===== src/rtl/rcl_pkg.sv =====
// ---------------------------------------------------------------------------
// rcl_pkg : shared types and widths for the RCL master and its golden model
// Revision: 1.0
// ---------------------------------------------------------------------------
`default_nettype none

package rcl_pkg;

    localparam int COEF_W      = 5;
    localparam int PROD_W      = 12;
    localparam int CMP_W       = 24;
    localparam int WCNT_W      = 8;
    localparam int TIMEOUT_DEF = 15;

    typedef enum logic [2:0] {
        S_IDLE  = 3'd0,
        S_BEAT0 = 3'd1,
        S_BEAT1 = 3'd2,
        S_BEAT2 = 3'd3,
        S_WAIT  = 3'd4,
        S_DONE  = 3'd5
    } state_e;

endpackage

`default_nettype wire


===== src/rtl/rcl_golden.sv =====
// ---------------------------------------------------------------------------
// rcl_golden : combinational line/circle intersection count (0, 1 or 2)
// Revision: 1.0
// ---------------------------------------------------------------------------
`default_nettype none

module rcl_golden
    import rcl_pkg::*;
(
    input  logic [COEF_W-1:0] a_i,
    input  logic [COEF_W-1:0] b_i,
    input  logic [COEF_W-1:0] c_i,
    input  logic [COEF_W-1:0] m_i,
    input  logic [COEF_W-1:0] n_i,
    input  logic [COEF_W-1:0] k_i,
    output logic [1:0]        cnt_o
);

    logic signed [PROD_W-1:0] a_s, b_s, c_s, m_s, n_s, s, sq_sum;
    logic signed [CMP_W-1:0]  s_w, rhs_s;
    logic [CMP_W-1:0]         lhs, rhs;

    // Compares squared distance-to-line against k*(a^2+b^2), all in integers
    always_comb begin
        a_s    = {{(PROD_W-COEF_W){a_i[COEF_W-1]}}, a_i};
        b_s    = {{(PROD_W-COEF_W){b_i[COEF_W-1]}}, b_i};
        c_s    = {{(PROD_W-COEF_W){c_i[COEF_W-1]}}, c_i};
        m_s    = {{(PROD_W-COEF_W){m_i[COEF_W-1]}}, m_i};
        n_s    = {{(PROD_W-COEF_W){n_i[COEF_W-1]}}, n_i};
        s      = a_s * m_s + b_s * n_s + c_s;
        sq_sum = a_s * a_s + b_s * b_s;
        s_w    = {{(CMP_W-PROD_W){s[PROD_W-1]}}, s};
        rhs_s  = s_w * s_w;
        rhs    = rhs_s;
        lhs    = {{(CMP_W-PROD_W){1'b0}}, sq_sum} * {{(CMP_W-COEF_W){1'b0}}, k_i};
        if (lhs > rhs)
            cnt_o = 2'd2;
        else if (lhs == rhs)
            cnt_o = 2'd1;
        else
            cnt_o = 2'd0;
    end

endmodule

`default_nettype wire


===== src/rtl/rcl_master.sv =====
// ---------------------------------------------------------------------------
// rcl_master : sends one line/circle problem as three beats, checks the reply
// Revision: 1.0
// ---------------------------------------------------------------------------
`default_nettype none

module rcl_master
    import rcl_pkg::*;
#(
    parameter int TIMEOUT = TIMEOUT_DEF
) (
    input  logic              clk,
    input  logic              rst_n,
    input  logic              req_valid,
    output logic              req_ready,
    input  logic [COEF_W-1:0] req_a,
    input  logic [COEF_W-1:0] req_b,
    input  logic [COEF_W-1:0] req_c,
    input  logic [COEF_W-1:0] req_m,
    input  logic [COEF_W-1:0] req_n,
    input  logic [COEF_W-1:0] req_k,
    output logic              in_valid,
    output logic [COEF_W-1:0] coef_L,
    output logic [COEF_W-1:0] coef_Q,
    input  logic              out_valid,
    input  logic [1:0]        out,
    output logic              rsp_valid,
    output logic [1:0]        rsp_cnt,
    output logic [1:0]        rsp_exp,
    output logic              rsp_err,
    output logic              rsp_timeout
);

    state_e              state_q;
    logic [COEF_W-1:0]   a_q, b_q, c_q, m_q, n_q, k_q;
    logic [WCNT_W-1:0]   wcnt_q;
    logic                in_valid_q;
    logic [COEF_W-1:0]   coef_l_q, coef_q_q;
    logic                rsp_valid_q, rsp_err_q, rsp_timeout_q;
    logic [1:0]          rsp_cnt_q, rsp_exp_q;
    logic [1:0]          golden_cnt;

    rcl_golden u_golden (
        .a_i   (a_q),
        .b_i   (b_q),
        .c_i   (c_q),
        .m_i   (m_q),
        .n_i   (n_q),
        .k_i   (k_q),
        .cnt_o (golden_cnt)
    );

    always_ff @(posedge clk or negedge rst_n) begin
        if (!rst_n) begin
            state_q       <= S_IDLE;
            {a_q, b_q, c_q, m_q, n_q, k_q} <= '0;
            wcnt_q        <= '0;
            in_valid_q    <= 1'b0;
            coef_l_q      <= '0;
            coef_q_q      <= '0;
            rsp_valid_q   <= 1'b0;
            rsp_cnt_q     <= '0;
            rsp_exp_q     <= '0;
            rsp_err_q     <= 1'b0;
            rsp_timeout_q <= 1'b0;
        end else begin
            case (state_q)
                S_IDLE: begin
                    if (req_valid) begin
                        a_q        <= req_a;
                        b_q        <= req_b;
                        c_q        <= req_c;
                        m_q        <= req_m;
                        n_q        <= req_n;
                        k_q        <= req_k;
                        in_valid_q <= 1'b1;
                        coef_l_q   <= req_a;
                        coef_q_q   <= req_m;
                        state_q    <= S_BEAT0;
                    end
                end
                S_BEAT0: begin
                    coef_l_q <= b_q;
                    coef_q_q <= n_q;
                    state_q  <= S_BEAT1;
                end
                S_BEAT1: begin
                    coef_l_q <= c_q;
                    coef_q_q <= k_q;
                    state_q  <= S_BEAT2;
                end
                S_BEAT2: begin
                    in_valid_q <= 1'b0;
                    coef_l_q   <= '0;
                    coef_q_q   <= '0;
                    wcnt_q     <= '0;
                    state_q    <= S_WAIT;
                end
                S_WAIT: begin
                    // A reply arriving on the timeout cycle still counts as a reply
                    if (out_valid) begin
                        rsp_valid_q   <= 1'b1;
                        rsp_cnt_q     <= out;
                        rsp_exp_q     <= golden_cnt;
                        rsp_err_q     <= (out != golden_cnt);
                        rsp_timeout_q <= 1'b0;
                        state_q       <= S_DONE;
                    end else if (wcnt_q == WCNT_W'(TIMEOUT - 1)) begin
                        rsp_valid_q   <= 1'b1;
                        rsp_cnt_q     <= '0;
                        rsp_exp_q     <= golden_cnt;
                        rsp_err_q     <= 1'b1;
                        rsp_timeout_q <= 1'b1;
                        state_q       <= S_DONE;
                    end else begin
                        wcnt_q <= wcnt_q + 1'b1;
                    end
                end
                S_DONE: begin
                    rsp_valid_q <= 1'b0;
                    state_q     <= S_IDLE;
                end
                default: state_q <= S_IDLE;
            endcase
        end
    end

    assign req_ready   = (state_q == S_IDLE);
    assign in_valid    = in_valid_q;
    assign coef_L      = coef_l_q;
    assign coef_Q      = coef_q_q;
    assign rsp_valid   = rsp_valid_q;
    assign rsp_cnt     = rsp_cnt_q;
    assign rsp_exp     = rsp_exp_q;
    assign rsp_err     = rsp_err_q;
    assign rsp_timeout = rsp_timeout_q;

endmodule

`default_nettype wire


===== config.mk =====
export PLATFORM = sky130hd
export DESIGN_NAME = rcl_master
export DESIGN_NICKNAME = d
export VERILOG_FILES = /design/src/rtl/rcl_pkg.sv /design/src/rtl/rcl_golden.sv /design/src/rtl/rcl_master.sv
export SDC_FILE = /design/constraint.sdc
export NUM_CORES = 1
export LEC_CHECK = 0
export ABC_AREA = 0
export CAP_MARGIN = 20
export CELL_PAD_IN_SITES_DETAIL_PLACEMENT = 2
export CELL_PAD_IN_SITES_GLOBAL_PLACEMENT = 2
export CORE_MARGIN = 4
export CORE_UTILIZATION = 37
export DETAILED_ROUTE_END_ITERATION = 8
export PLACE_DENSITY = 0.86
export SYNTH_ARGS = -nofsm -noshare
export SYNTH_HDL_FRONTEND = slang
export SYNTH_SLANG_ARGS = --single-unit

===== constraint.sdc =====
create_clock -name clk -period 24.8 [get_ports clk]
set_input_delay 4.96 -clock clk [delete_from_list [all_inputs] [get_ports clk]]
set_output_delay 4.96 -clock clk [all_outputs]
set_load 0.05 [all_outputs]

==> results of run 1 <==
[final cells by class]
type                       count  area [um^2]  area share (%)
multi-input combinational   1099        11000            72.2
tap                          468          586            3.85
timing repair buffer          60          581            3.82
clock inverter                 4         73.8           0.486
inverter                     335         1260            8.27
sequential                    59         1480            9.71
clock buffer                  12          246            1.62
[worst max-delay path: cells and delay by family, from the launching register on]
family | cells | cell delay (ns)
fa+ha+maj | 13 | 5.95
simple gates | 6 | 0.96
flops | 1 | 0.69
xor+xnor | 4 | 1.45
compound gates | 12 | 2.30
mux | 1 | 0.15
buf+inv | 8 | 1.18
[per-stage QoR]
stage	cells	hold slack [ns]	area, um^2
after floorplan	1524	0.490	13800
after global placement	2020	0.467	14900
after detailed placement	2020	0.469	14900
after CTS	2036	0.494	15200
after global routing	2037	0.517	15200
final	2037	0.485	15200
[cell usage after synthesis, types with 25 or more instances]
cell	instances	area [um^2]
and2_1	88	551
clkbuf_1	28	105
o21ai_0	35	175
inv_1	328	1230
ha_1	166	2080
nor2_1	78	293
dfrtp_1	59	1480
xnor2_1	72	631
a21oi_1	61	305
nand2b_1	25	156
nand2_1	124	465
fa_1	230	4600
[registers in the layout (all words and copies together) (netlist names), 2 cells and up]
signal   cells
wcnt_q       8
c_q          5
a_q          5
coef_Q       5
n_q          5
rsp_exp      2
coef_L       5
state_q      3
k_q          5
m_q          5
b_q          5
rsp_cnt      2
[cell usage in the layout, fill, tap and decap left out, drive strengths merged, types with 12 or more instances in the layout]
cell type	n
xnor2	72
mux2	23
o21ai	38
xor2	22
nand3	17
clkbuf	12
nor2b	24
ha	166
nand2b	25
a21oi	61
inv	330
dfrtp	59
nor2	78
a21o	19
o21bai	22
and2	88
fa	230
o22ai	14
clkdlybuf4s50	53
nand2	124
[final timing paths]
check | to | slack [ns] | depth (start not counted)
max in group asynchronous | rsp_cnt[0] | 19.43 | 2
setup reg to reg | rsp_err | 12.02 | 44
hold reg to reg | in_valid | 0.49 | 1
min in group asynchronous | n_q[2] | 4.80 | 2
setup / recovery | rsp_err | 12.02 | 44
hold / removal | in_valid | 0.49 | 1
[cells by family (layout without fill, tap and decap cells)]
logic type | Yosys count | after routing | synth area share, %
adders and majority gates | 396 | 396 | 48.3
and+or+nand+nor | 389 | 389 | 13.9
AOI/OAI and AO/OA | 190 | 190 | 8.90
xor gates and xnor gates | 94 | 94 | 5.95
DFF | 59 | 59 | 10.7
other | 2 | 2 | 0.0543
muxes | 28 | 28 | 2.23
buffers and inverters | 366 | 411 | 9.96
[metal layers]
layer / global-route usage, % / vias up
li1: - / 4794
met1: 28.3 / 5755
met2: 47.7 / 230
met3: 2.88 / 128
met4: 8.81 / 0
met5: 0 / -
==> results.toml, run 1 <==
[status]
status = "complete, no violations"

[synthesis]
synth_ff_type = "dfrtp_1"
synth-seq-cells = 59
synth_fp_nets = 1956
ys_warn_count = 0
synth_cells = 1524
synth_cell_types = 60
async_flop_share_pct = 100
yosysSeqAreaShare_pct = 10.7
synth.avg_cell_area_um2 = 9.08
synth_area_um2 = 13800
synth_edf_count = 0

[drt]
num_vias = 10907
top_layer = "met4"
drt_wl_total_mm = 49.8
antenna_left = 0
drc = 0
wl_met2_mm = 26.8
routedWlPerCell_um = 24.5
drt-initial-drc-count = 383
wl_met1_mm = 19.8
first_pass_iters = 6
vias_per_cell = 5.35
routed-wl-met3_mm = 1.24

[sta]
setup_slack_ns = 12.02
worst_pin_slew_ns = 1.05
relSlewSlack_pct = 29.3
finalSetupTns_ns = 0
hold_viol = 0
setup_viol = 0
rsz0062_at_grt = "no"
final_max_slew_viol_count = 0
fmax_mhz = 78.3
finClkSkew_ns = 0.00850
min_period_over_period_pct = 51.5
finalCriticalPeriod_ns = 12.78

[critical_path]
worstPathArrival_ns = 13.05
endpoint_kind = "register"
worst_path_most_repeated_cell = "fa_1"
cpPeakStageDelay_ns = 0.83
critPathKind = "reg2reg"
startpoint_type = "register"
worst_path_max_delay_cell = "xnor2_1"
crit_start = "b_q[1]"
reg2reg_from = "b_q[1]"
crit_required_ns = 25.08
path_max_fanout = 13

[clocking]
htree_levels = 3
root_buffer = "clkbuf_16"
clk_pin_slew_ns = 0.06
cts_made_buffers = 9
cts_setup_buffers = 0
clk_latency_ns = 0.35
tritoncts = "yes"
ctsResizeCount = 0
clk_path_buf_depth = 2
cts.sinks = 59
hold_buffers = 0

[placed_design]
portBuffers = 54
routabilityCongestion = 0.868
dp_hpwl_mm = 38.7
place_ws_ns = 12.16

[layout]
drive_gt1_share_pct = 4.14
diodes = 0
fillers = 4008
final_core_util_pct = 41.3
fin_nets = 1996
area_delta_synth_final_pct = 9.88

[floorplanning]
core-area_um2 = 36800
ios = 55
initial_core_util_pct = 37.6
chipWidth_um = 201
rows = 70
die-area_um2 = 40500
die_y_um = 201

[grt]
groute.usage.overall_pct = 24.8
grt_pass1_wl_mm = 78.8
gr-total-overflow = 0
grt_pass1_vias = 13516
antenna_found_initial = 0
grt_max_degree = 60

[min_path]
hp-class = "reg2reg"
worstHoldStart = "in_valid"

[run]
drv_cap = 0
Power of run 1 is not shown: default switching activity piles up to over one toggle a cycle in this logic, so the estimate is an artifact.
==> run 2: changes to the inputs <==
Settings changed: PLACE_DENSITY 0.86 to 0.89.
Clock period 24.8 ns to 11.3 ns, I/O delays scaled along.
==> run 2 against run 1 <==
The flow now finishes with violations (negative setup slack). Register-to-register slack got worse by 13 ns. Final cell count is 2.4% higher. Maximum frequency increased by 7.9%. Critical path type unchanged. Critical endpoint unchanged. Largest cell class unchanged.
==> results.toml, run 2 (synthesis gave the netlist of run 1 again) <==
[status]
status = "finished with violations"
violations = "negative setup slack"

[critical_path]
r2r-end = "rsp_err"
path_max_fanout = 7
worst_path_most_repeated_cell = "fa_1"
crit_path_end = "rsp_err"
crit_required_ns = 11.54
cpPeakStageDelay_ns = 0.67
worstPathArrival_ns = 12.08
critPathKind = "reg2reg"
reg2reg_from = "a_q[1]"
worst_path_max_delay_cell = "fa_1"
reg2reg_depth = 47
startpoint_type = "register"
crit_start = "a_q[1]"
endpoint_kind = "register"
rrSetupSlack_ns = -0.54

[sta]
finalSetupTns_ns = -1.16
setup_slack_ns = -0.538
min_period_over_period_pct = 105
final_max_slew_viol_count = 0
worst_pin_slew_ns = 0.893
rsz0062_at_grt = "yes"
finClkSkew_ns = 0.0206
setup_viol = 3
hold_viol = 0
relSlewSlack_pct = 40.5
finalCriticalPeriod_ns = 11.84
fmax_mhz = 84.5
timing.hold.ws_ns = 0.489

[grt]
grt_pass1_vias = 14365
met3_usage_pct = 5.67
antenna_found_initial = 0
gr-usage-met2_pct = 52.9
grt_max_degree = 60
gr-total-overflow = 0
busiest_layer = "met2"
use_met1_pct = 30.7
grt_pass1_wl_mm = 89.4
groute.usage.overall_pct = 29.0

[placed_design]
dp_hpwl_mm = 43.1
place_ws_ns = -0.622
routabilityCongestion = 0.874
dp_cells = 2038
portBuffers = 54

[layout]
drive_gt1_share_pct = 13.6
largest-register = "wcnt_q"
seqCellArea_um2 = 1490
final_common_cell = "inv_1"
fin_nets = 2045
final_cell_mix = "inv_1, fa_1, ha_1"
largest_register_ffs = 8
area_delta_synth_final_pct = 15.9
multi_input_area_um2 = 11400
instances_no_fill = 2085
diodes = 0
fillers = 3944

[drt]
vias_per_cell = 5.92
routedWlPerCell_um = 32.4
drt-initial-drc-count = 841
drt_wl_total_mm = 67.6
antenna_left = 0
drc = 0
first_pass_iters = 5
num_vias = 12343

[floorplanning]
die_y_um = 201
chipWidth_um = 201
die-area_um2 = 40500
initial_core_util_pct = 37.6
core-area_um2 = 36800
rows = 70
ios = 55

[clocking]
clk_pin_slew_ns = 0.07
root_buffer = "clkbuf_16"
clk_path_buf_depth = 2
clk_latency_ns = 0.38
tritoncts = "yes"
htree_levels = 3
cts_made_buffers = 9
cts.sinks = 59

[min_path]
hp-class = "reg2reg"

[run]
drv_cap = 0
==> run 2: stage by stage <==
stage                     instance area (um^2)  util (%)
after global routing                     16000      43.6
after CTS                                15600      42.3
after global placement                   15000      40.8
final                                    16000      43.6
after detailed placement                 15000      40.8
after floorplan                          13800         -
==> run 2: worst max-delay path, delay by kind of cell (launching register included) <==
family	cells	cell delay, ns
buf+inv	9	0.72
flops	1	0.50
fa+ha+maj	13	6.41
xor+xnor	3	0.42
simple gates	10	1.69
mux	2	0.26
compound gates	10	1.69
==> run 2: cell type report <==
class | count | area share [%]
well taps | 468 | 3.65
clock buffers | 12 | 1.66
repair buffers | 109 | 6.06
flip-flops and latches | 59 | 9.28
inverters | 335 | 7.97
multi-input cells | 1099 | 71.1
clock inverters | 3 | 0.289
==> run 2: worst min-delay path by stage <==
stage	start	endpoint	slack, ns	depth (start not counted)
after floorplan	wcnt_q[0]	wcnt_q[0]	0.49	1
after global placement	in_valid	in_valid	0.47	1
after detailed placement	in_valid	in_valid	0.47	1
after CTS	in_valid	in_valid	0.49	1
after global routing	in_valid	in_valid	0.53	1
final	in_valid	in_valid	0.49	1
==> run 2: repair_timing <==
action	CTS	global route
hold buffers	0	0
pin swaps	19	54
gates resized for setup	53	77
endpoints found under the setup margin	3	3
setup buffers	9	23
==> run 2: per-layer routing <==
| layer | part of all wire [%] | vias up |
|---|---|---|
| met5 | 0 | - |
| met4 | 8.9 | 0 |
| met3 | 5.9 | 347 |
| met2 | 50 | 708 |
| met1 | 35 | 6388 |
| li1 | - | 4900 |
Power of run 2 is left out for the same reason.
==> run 3: changes to the inputs <==
Settings changed: SLEW_MARGIN set to 20.
==> results of run 3 <==
Same layout as run 2: the final DEF is identical, and so are final timing and power.
Power of run 3 is left out for the same reason.
